**config.mk**
```make
export PLATFORM = sky130hd
export DESIGN_NAME = step_pulse_gen
export DESIGN_NICKNAME = d
export VERILOG_FILES = /design/src/rtl/step_pulse_gen.sv
export SDC_FILE = /design/constraint.sdc
export NUM_CORES = 1
export LEC_CHECK = 0
export ABC_AREA = 1
export CORE_MARGIN = 2
export CORE_UTILIZATION = 40
export DETAILED_ROUTE_END_ITERATION = 16
export PLACE_DENSITY = 0.66
export SYNTH_ARGS = -nofsm -noshare
export SYNTH_HDL_FRONTEND = slang
export SYNTH_SLANG_ARGS = --single-unit
```
**constraint.sdc**
```tcl
create_clock -name clk -period 4.5 [get_ports clk]
set_clock_uncertainty 0.2 [all_clocks]
set_input_delay 1.35 -clock clk [delete_from_list [all_inputs] [get_ports clk]]
set_output_delay 1.35 -clock clk [all_outputs]
set_load 0.05 [all_outputs]
```
**src/rtl/step_pulse_gen.sv**
```systemverilog
// step_pulse_gen
//   Step-counter stimulus source. Emits one-cycle step pulses at a
//   mode-selected rate, with exactly R pulses in every CLK_HZ-cycle window.
//   It also keeps a seconds timebase for the display path.
//   The pulses are spread over each window by a phase accumulator, so no
//   divider is needed.
// Ports
//   clk        system clock, all state on posedge
//   reset      synchronous active-high clear (wins over start)
//   start      1 = generate, 0 = idle with all state cleared
//   mode       00 walk 32/s, 01 jog 64/s, 10 run 128/s, 11 hybrid table
//   stepPulse  registered one-cycle step pulse
//   secTick    one-cycle pulse the cycle after each window completes
//   elapsedSec completed windows since start, saturating
//   rateNow    steps/s applied in the current window
module step_pulse_gen #(
  parameter int CLK_HZ = 100_000_000,
  parameter int SEC_W  = 16
) (
  input  logic             clk,
  input  logic             reset,
  input  logic             start,
  input  logic [1:0]       mode,
  output logic             stepPulse,
  output logic             secTick,
  output logic [SEC_W-1:0] elapsedSec,
  output logic [7:0]       rateNow
);

  // acc < CLK_HZ always, so acc+rate never exceeds CLK_HZ+255
  localparam int ACC_W = $clog2(CLK_HZ + 256);
  localparam int CNT_W = (CLK_HZ > 1) ? $clog2(CLK_HZ) : 1;
  localparam logic [ACC_W-1:0] HZ   = ACC_W'(CLK_HZ);
  localparam logic [CNT_W-1:0] LAST = CNT_W'(CLK_HZ - 1);

  typedef enum logic {IDLE, RUN} state_t;

  state_t           state, stateNxt;
  logic [CNT_W-1:0] cycCnt, cycCntNxt;
  logic [ACC_W-1:0] acc, accNxt, sum;
  logic [3:0]       hybIdx, hybIdxNxt;
  logic [1:0]       winMode, winModeNxt;  // mode that selected the current window
  logic [7:0]       rateEff, rateNowNxt;
  logic [SEC_W-1:0] secNxt;
  logic             stepNxt, tickNxt, wrap;

  function automatic logic [7:0] hybRate(input logic [3:0] idx);
    case (idx)
      4'd0:    hybRate = 8'd20;
      4'd1:    hybRate = 8'd33;
      4'd2:    hybRate = 8'd66;
      4'd3:    hybRate = 8'd27;
      4'd4:    hybRate = 8'd70;
      4'd5:    hybRate = 8'd30;
      4'd6:    hybRate = 8'd19;
      4'd7:    hybRate = 8'd30;
      4'd8:    hybRate = 8'd33;
      default: hybRate = 8'd0;   // hybrid run exhausted
    endcase
  endfunction

  function automatic logic [7:0] modeRate(input logic [1:0] m, input logic [3:0] idx);
    case (m)
      2'b00:   modeRate = 8'd32;
      2'b01:   modeRate = 8'd64;
      2'b10:   modeRate = 8'd128;
      default: modeRate = hybRate(idx);
    endcase
  endfunction

  always_comb begin
    stateNxt   = state;
    cycCntNxt  = cycCnt;
    accNxt     = acc;
    hybIdxNxt  = hybIdx;
    winModeNxt = winMode;
    rateNowNxt = rateNow;
    secNxt     = elapsedSec;
    stepNxt    = 1'b0;
    tickNxt    = 1'b0;
    rateEff    = rateNow;
    sum        = '0;
    wrap       = 1'b0;
    if (!start) begin
      stateNxt   = IDLE;
      cycCntNxt  = '0;
      accNxt     = '0;
      hybIdxNxt  = '0;
      winModeNxt = 2'b00;
      rateNowNxt = '0;
      secNxt     = '0;
    end else begin
      stateNxt = RUN;
      // First active cycle: the freshly selected rate already counts for
      // cycle 0, so the window still holds exactly R pulses.
      if (state == IDLE) begin
        rateEff    = modeRate(mode, 4'd0);
        rateNowNxt = rateEff;
        winModeNxt = mode;
        hybIdxNxt  = '0;
      end
      sum = acc + ACC_W'(rateEff);
      if (sum >= HZ) begin
        stepNxt = 1'b1;
        accNxt  = sum - HZ;
      end else begin
        accNxt  = sum;
      end
      wrap = (cycCnt == LAST);
      if (wrap) begin
        // The compare above still fires the last pulse of the window.
        cycCntNxt = '0;
        accNxt    = '0;
        tickNxt   = 1'b1;
        if (elapsedSec != '1) secNxt = elapsedSec + SEC_W'(1);
        // Hybrid index only advances while hybrid persists across windows.
        if (mode == 2'b11 && winMode == 2'b11)
          hybIdxNxt = (hybIdx == 4'd9) ? 4'd9 : hybIdx + 4'd1;
        else
          hybIdxNxt = '0;
        winModeNxt = mode;
        rateNowNxt = modeRate(mode, hybIdxNxt);
      end else begin
        cycCntNxt = cycCnt + CNT_W'(1);
      end
    end
  end

  always_ff @(posedge clk) begin
    if (reset) begin
      state      <= IDLE;
      cycCnt     <= '0;
      acc        <= '0;
      hybIdx     <= '0;
      winMode    <= 2'b00;
      rateNow    <= '0;
      elapsedSec <= '0;
      stepPulse  <= 1'b0;
      secTick    <= 1'b0;
    end else begin
      state      <= stateNxt;
      cycCnt     <= cycCntNxt;
      acc        <= accNxt;
      hybIdx     <= hybIdxNxt;
      winMode    <= winModeNxt;
      rateNow    <= rateNowNxt;
      elapsedSec <= secNxt;
      stepPulse  <= stepNxt;
      secTick    <= tickNxt;
    end
  end

endmodule

```
==> metrics.md, run 1 <==
| Metric | Value |
|---|---|
| Finished Core Util | 0.5403 |
| Synth Register Bits | 87 |
| Final ANT Viol Nets | 0 |
| Ratio of cells with drive above 1 in the final layout | 0.1882 |
| Minimum clock period | ~4.2 ns |
| Vias in the first global route | 5575 |
| Crit-path slowest cell | ha_4 |
| Most frequent cells after synthesis | nand2_1, inv_1, nor2_1 |
| M1 WL | 7.613 mm |
| Num CTS Buffers | 9 |
| Uppermost routed layer | met4 |
| Mux cell area share after synthesis | 0 |
| Area taken by multi-input logic gates | 3550 sq um |
| CP endpoint kind | flop |
| Clock network fraction of design power | 0.465 |
| Sequential area share after synthesis | 0.3035 |
| 1st-pass router iterations | 5 |
| Power Density | 224.6 nW/um^2 |
| Width of the die | 123.8 um |
| Initial core utilization | 0.4118 |
| Mapped Cells | 907 |
| Nets | between 1000 and 1500 |
| Synthesized area | 5738 sq um |
| Synth Area in XOR/XNOR | 0.03794 |
| Switching Share | 0.2323 |
| Post-DR wirelength/cell | 12.97 um |
| Initial antenna violation count | 0 |
| Final Hold Viols | 0 |
| Global Route Usage Sum | 0.2151 |
| Syn nets | 932 |
| Final Routed Wirelength | 15.97 mm |
| WS Path Type | input pin to flop |
| Io pins | 31 |
| Max Fanout on Critical Path | 8 |
| Simple-gate share of the synthesized area | 0.4117 |
| Drc violations | 0 |
| Async S/R FF share, synth | 0 |
| Final HPWL DP | 12.26 mm |
| Max cap viols | 0 |
| Synth area leaders | dfxtp_1, nand2_1, inv_1 |
| Pins Over Slew Limit | 0 |
| Final setup TNS | 0 ns |
| Max-slew headroom | 0.5998 |
| Most used cell, CP | nand3_1 |
| Largest net degree at the start of global routing | 31 |
| Synthesis-to-finish area growth | 31.20% |
| WHS Path Cells | 1 |
| Number of library cell types mapped by synthesis | 43 |
| Met2 WL post-DR | 7.253 mm |
| CTS tree | built |
| Clock slew at reported path FFs | 0.06 ns |
| Clock Tree Root | clkbuf_16 |
| Worst Hold End | cycCnt[0]$_SDFF_PP0_ |
| Placement row count | 43 |
| Worst Hold Class | flop to flop |
| Die Area | about 15000 sq um |
| Leakage | approximately 3.3 nW |
| Worst min-delay path startpoint | cycCnt[0]$_SDFF_PP0_ |
| Vias per inst | 4.959 |
| I/O Buffers | 30 |
| Placer Congestion | 0.8875 |
| Hold buffer count at CTS | 0 |
| Sink Count | 87 |
| Ys flop type | dfxtp_1 |
| Vias | slightly above 6000 |
| Core Box Area | 13930 sq um |
| H-tree levels | 3 |
| Seq pwr share | 0.462 |
| Worst vdd ir | approximately 160 uV |
| Synth Area in Adders | 0.04492 |
| FF-to-FF setup slack | 0.74 ns |
| Synth area leader | dfxtp_1 |
| Register area | around 1700 sq um |
| Later-pin clock latency in the skew report | roughly 0.35 ns |
| Crit start category | input pin |
| R2r endpoint | acc[20]$_SDFF_PP0_ |
| Yosys warns | 0 |
| Max frequency | 237.8 MHz |
| Compound-gate portion of the synthesized area | 0.09987 |
| Post-route cell area | ~7500 sq um |
| Tcrit/Tclk final | 0.9344 |
| Max clock buf depth | 2 |
| Fillers | 1342 |
| Antenna cells | 0 |
| Final setup viols | 0 |
| Max incr delay on CP | 0.30 ns |
| EDFF count, synth | 0 |
| Worst-case hold slack | roughly 0.25 ns |
| Logic pwr share | 0.073 |
| WP data required | roughly 4.6 ns |
| Post-DP Area | 7033 sq um |
| Total power | between 1.5 and 2 mW |
| Largest family of logic cells by synthesized area | simple AND/OR/NAND/NOR gates |
| Synthesized area per cell | 6.326 sq um |
| DIE HEIGHT | 123.8 um |
| Worst-Margin Slew | 0.5967 ns |
| Met3 WL post-DR | between 700 and 800 um |
| Worst r2r path cells | 25 |
| Psw | 0.3928 mW |
| FF-to-FF Start | state$_SDFF_PP0_ |
| Internal Power | 1.298 mW |
| DRT iter0 DRCs | 255 |
| Grt total ovfl | 0 |
| Yosys top cell area share | 0.3035 |
| Dominant cell by count in the synthesized netlist | nand2_1 |
| First-pass GRT wire length | 25.88 mm |
| Status | complete, no violations |
| CP arrival | between 4 and 5 ns |
final cells by class:
| cell class | count | share of cell area |
|---|---|---|
| Tap cell | 180 | 0.02992 |
| Multi-Input combinational cell | 669 | 0.4715 |
| Inverter | 139 | 0.06930 |
| Timing Repair Buffer | 141 | 0.1559 |
| Sequential cell | 87 | 0.2313 |
| Clock buffer | 11 | 0.03357 |
| Clock inverter | 5 | 0.008476 |
metrics by stage:
step                setup slack [ns]  instances
detailed placement           -0.5189       1211
global route                -0.03742       1232
global placement             -0.3605       1211
floorplan                     0.3237        907
CTS                           0.1019       1228
finish                        0.2954       1232
per-layer routing:
layer,vias up,GRT usage
li1,3222,-
met1,2702,0.2897
met2,160,0.3492
met3,25,0.03205
met4,0,0.07813
met5,-,0
worst max-delay path by stage:
stage | cells after the start | start | endpoint
2_1_floorplan | 24 | mode[0] | acc[18]$_SDFF_PP0_
3_3_place_gp | 27 | mode[1] | acc[16]$_SDFF_PP0_
3_5_place_dp | 27 | mode[0] | acc[20]$_SDFF_PP0_
4_1_cts | 29 | mode[0] | acc[10]$_SDFF_PP0_
5_1_grt | 27 | mode[0] | acc[15]$_SDFF_PP0_
6_report | 26 | mode[1] | acc[20]$_SDFF_PP0_
timing repair:
item	CTS	global route
endpoints found under the setup margin	19	20
pin swaps	2	12
hold endpoints to repair	0	0
cloned	0	0
resized for setup	6	38
setup buffers	1	4
placed cells by master, fill, tap and decap left out, types with 9 or more instances in the layout:
cell type and count:
clkbuf_16 9, a21oi_1 48, inv_1 125, o21ai_0 25
nand3_1 65, nor2_2 13, nand2_2 16, nor2_1 95
xor2_1 17, clkdlybuf4s50_1 28, inv_2 13, nor3_1 25
ha_1 13, nand2_1 242, buf_4 106, dfxtp_1 87
nand4_1 40
worst max-delay path, delay by kind of cell:
kind,cells,cell delay (ns)
buffers and inverters,4,0.45
and+or+nand+nor,19,1.86
adders and majority gates,2,0.46
AOI/OAI and AO/OA,1,0.13
registers in the layout, indices dropped and copies added (netlist names):
| name | cells |
|---|---|
| acc | 27 |
| cycCnt | 27 |
| elapsedSec | 16 |
| hybIdx | 4 |
| rateNow | 8 |
| secTick | 1 |
| state | 1 |
| stepPulse | 1 |
| winMode | 2 |
cell families after synthesis:
kind of cell / after synthesis
buffers and inverters: 151
XOR/XNOR: 24
adder cells (fa/ha/maj): 20
AO/OA/AOI/OAI: 103
flip-flops: 87
AND/OR/NAND/NOR: 522
power groups by stage:
stage	Clock, mW	Sequential (mW)	Combinational, mW
floorplan	0	0.800	0.0517
global placement	0	0.797	0.105
detailed placement	0	0.797	0.105
CTS	0.801	0.780	0.107
global route	0.834	0.782	0.134
finish	0.787	0.781	0.123
(Power assumes the default switching activity.)
==> run 2, diff against run 1 <==
--- a/config.mk
+++ b/config.mk
@@ -8,6 +8,7 @@
 export ABC_AREA = 1
 export CORE_MARGIN = 2
 export CORE_UTILIZATION = 40
+export CTS_CLUSTER_SIZE = 14
 export DETAILED_ROUTE_END_ITERATION = 16
 export PLACE_DENSITY = 0.66
 export SYNTH_ARGS = -nofsm -noshare
==> results of run 2 <==
No change in the layout: final DEF, timing and power equal those of run 1.
==> run 3, diff against run 2 <==
--- a/config.mk
+++ b/config.mk
@@ -10,7 +10,7 @@
 export CORE_UTILIZATION = 40
 export CTS_CLUSTER_SIZE = 14
 export DETAILED_ROUTE_END_ITERATION = 16
-export PLACE_DENSITY = 0.66
+export PLACE_DENSITY = 0.6
 export SYNTH_ARGS = -nofsm -noshare
 export SYNTH_HDL_FRONTEND = slang
 export SYNTH_SLANG_ARGS = --single-unit
==> metrics.md, run 3 (synthesized netlist as in run 1, its figures left out) <==
| Metric | Value |
|---|---|
| Worst vdd ir | 173.4 uV |
| Max cap viols | 0 |
| Initial antenna violation count | 0 |
| Hold buffer count at CTS | 0 |
| First-pass GRT wire length | 25.93 mm |
| Post-DR wirelength/cell | 12.84 um |
| Minimum clock period | 4.171 ns |
| GRT Max-Usage Layer | met2 |
| Final setup viols | 0 |
| Biggest regs | acc x27, cycCnt x27, elapsedSec x16 |
| Commonest non-fill, non-tap cell in the layout | nand2_1 |
| Leakage | ~3.2 nW |
| Global Route Usage Sum | 0.2158 |
| GR Util met1 | 0.2858 |
| Status | complete, no violations |
| Max Fanout on Critical Path | 5 |
| Final std cells w/o fill | 1227 |
| Clock network fraction of design power | 0.460 |
| R2r endpoint | acc[25]$_SDFF_PP0_ |
| Die Area | 15320 sq um |
| Met3 capacity usage during global routing | 0.04075 |
| Largest net degree at the start of global routing | 29 |
| Placement row count | 43 |
| 1st-pass router iterations | 5 |
| CTS tree | built |
| I/O Buffers | 30 |
| Final Hold Viols | 0 |
| Io pins | 31 |
| Final setup TNS | 0 ns |
| Internal Power | between 1 and 1.5 mW |
| Width of the die | ~120 um |
| Antenna cells | 0 |
| Final HPWL DP | around 12 mm |
| WP data required | 4.57 ns |
| Vias per inst | 4.985 |
| RSZ-0062 raised after global routing | no |
| Nets | 1067 |
| Sink Count | 87 |
| Synthesis-to-finish area growth | 30.51% |
| Switching Share | 0.2323 |
| Logic pwr share | 0.071 |
| Clock slew at reported path FFs | around 0.06 ns |
| Dpl cells | approximately 1200 |
| Core Box Area | 13930 sq um |
| Total power | 1.666 mW |
| Max frequency | 239.8 MHz |
| Clock Tree Root | clkbuf_16 |
| FF-to-FF Start | state$_SDFF_PP0_ |
| Num CTS Buffers | 9 |
| DIE HEIGHT | 123.8 um |
| Ratio of cells with drive above 1 in the final layout | 0.1853 |
| Final ANT Viol Nets | 0 |
| Power Density | 222.4 nW/um^2 |
| Vias in the first global route | 5634 |
| WHS Path Cells | 1 |
| WS Path Type | input pin to flop |
| Max-slew headroom | 0.6016 |
| H-tree levels | 3 |
| Worst Hold Class | flop to flop |
| Worst-Margin Slew | 0.5930 ns |
| Max clock buf depth | 2 |
| CP arrival | 4.24 ns |
| Final Routed Wirelength | 15.75 mm |
| Later-pin clock latency in the skew report | ~0.35 ns |
| FF-to-FF setup slack | 0.78 ns |
| Initial core utilization | 0.4118 |
| Worst Hold End | cycCnt[0]$_SDFF_PP0_ |
| Most frequent cells in the layout | nand2_1, inv_1, buf_4, nor2_1, dfxtp_1 |
| Fillers | 1423 |
| Psw | 0.3869 mW |
| Worst min-delay path startpoint | cycCnt[0]$_SDFF_PP0_ |
| Vias | roughly 6100 |
| CP endpoint kind | flop |
| Grt total ovfl | 0 |
| DRT iter0 DRCs | 346 |
| Placer Congestion | slightly above 0.9 |
| GRT met2 Usage | 0.3496 |
| Crit start category | input pin |
| Pins Over Slew Limit | 0 |
| Drc violations | 0 |
| Tcrit/Tclk final | 0.9269 |
| Worst r2r path cells | 24 |
| Seq pwr share | 0.469 |
run 3: timing repair:
action                                  in CTS  in global routing
resized for setup                           21                 21
endpoints found under the setup margin      18                 20
pin swaps                                    4                  7
buffers inserted                             1                  2
gates cloned                                 0                  1
run 3: routing by layer:
metal,share of wire,wire (um)
met5,0,0
met3,0.045,714
met1,0.48,7619
met2,0.45,7160
met4,0.016,255
run 3: critical path, stage by stage:
cell and delay [ns]:
clkbuf_2 0.14, inv_1 0.14, nor2_4 0.04, nand2_1 0.07, nand2_2 0.08, ha_4 0.31, nand2_2 0.08, buf_4 0.13
nor2_1 0.09, nand2_1 0.08, nand3_1 0.08, nand2_1 0.07, inv_1 0.08, ha_1 0.15, nand3_1 0.07, nor2_1 0.10
nand3_1 0.08, nor2_1 0.12, nand3_1 0.08, nor2_1 0.12, nand3_1 0.09, nor2_2 0.14, nor2_4 0.08, nand3_4 0.13
clkbuf_16 0.17, nand2_1 0.05, a21oi_1 0.11
run 3: per-stage QoR:
stage | cell area [sq um] | utilization | hold slack [ns] | worst slack [ns]
3_5_place_dp | 6990 | 0.5017 | 0.2448 | -0.4869
4_1_cts | 7391 | 0.5304 | 0.2537 | 0.1162
3_3_place_gp | 6990 | 0.5017 | 0.2340 | -0.3891
5_1_grt | 7488 | 0.5374 | 0.2744 | 0.08711
2_1_floorplan | 5738 | - | 0.2175 | 0.3237
6_report | 7488 | 0.5374 | 0.2499 | 0.3290
run 3: worst max-delay path by stage:
stage                        from            endpoint  depth (start not counted)
after floorplan           mode[0]  acc[18]$_SDFF_PP0_                         24
after CTS                 mode[1]  acc[22]$_SDFF_PP0_                         29
after global routing      mode[1]  acc[17]$_SDFF_PP0_                         26
final                     mode[1]  acc[25]$_SDFF_PP0_                         27
after global placement    mode[0]  acc[20]$_SDFF_PP0_                         26
after detailed placement  mode[0]  acc[22]$_SDFF_PP0_                         25
run 3: power by group through the flow:
stage | Clock (mW) | Combinational, mW | Sequential [mW]
floorplan | 0 | 0.0517 | 0.800
global placement | 0 | 0.103 | 0.797
detailed placement | 0 | 0.103 | 0.797
CTS | 0.790 | 0.112 | 0.781
global route | 0.822 | 0.130 | 0.781
finish | 0.767 | 0.118 | 0.781
run 3: area by class of cell:
type                    instances  area, sq um  share of cell area
flip-flops and latches         87         1742              0.2326
clock buffers                  11        242.7             0.03241
clock inverters                 5        65.06            0.008688
well taps                     180        225.2             0.03008
repair buffers                136         1129              0.1507
inverters                     139        521.8             0.06967
multi-input cells             669         3563              0.4759
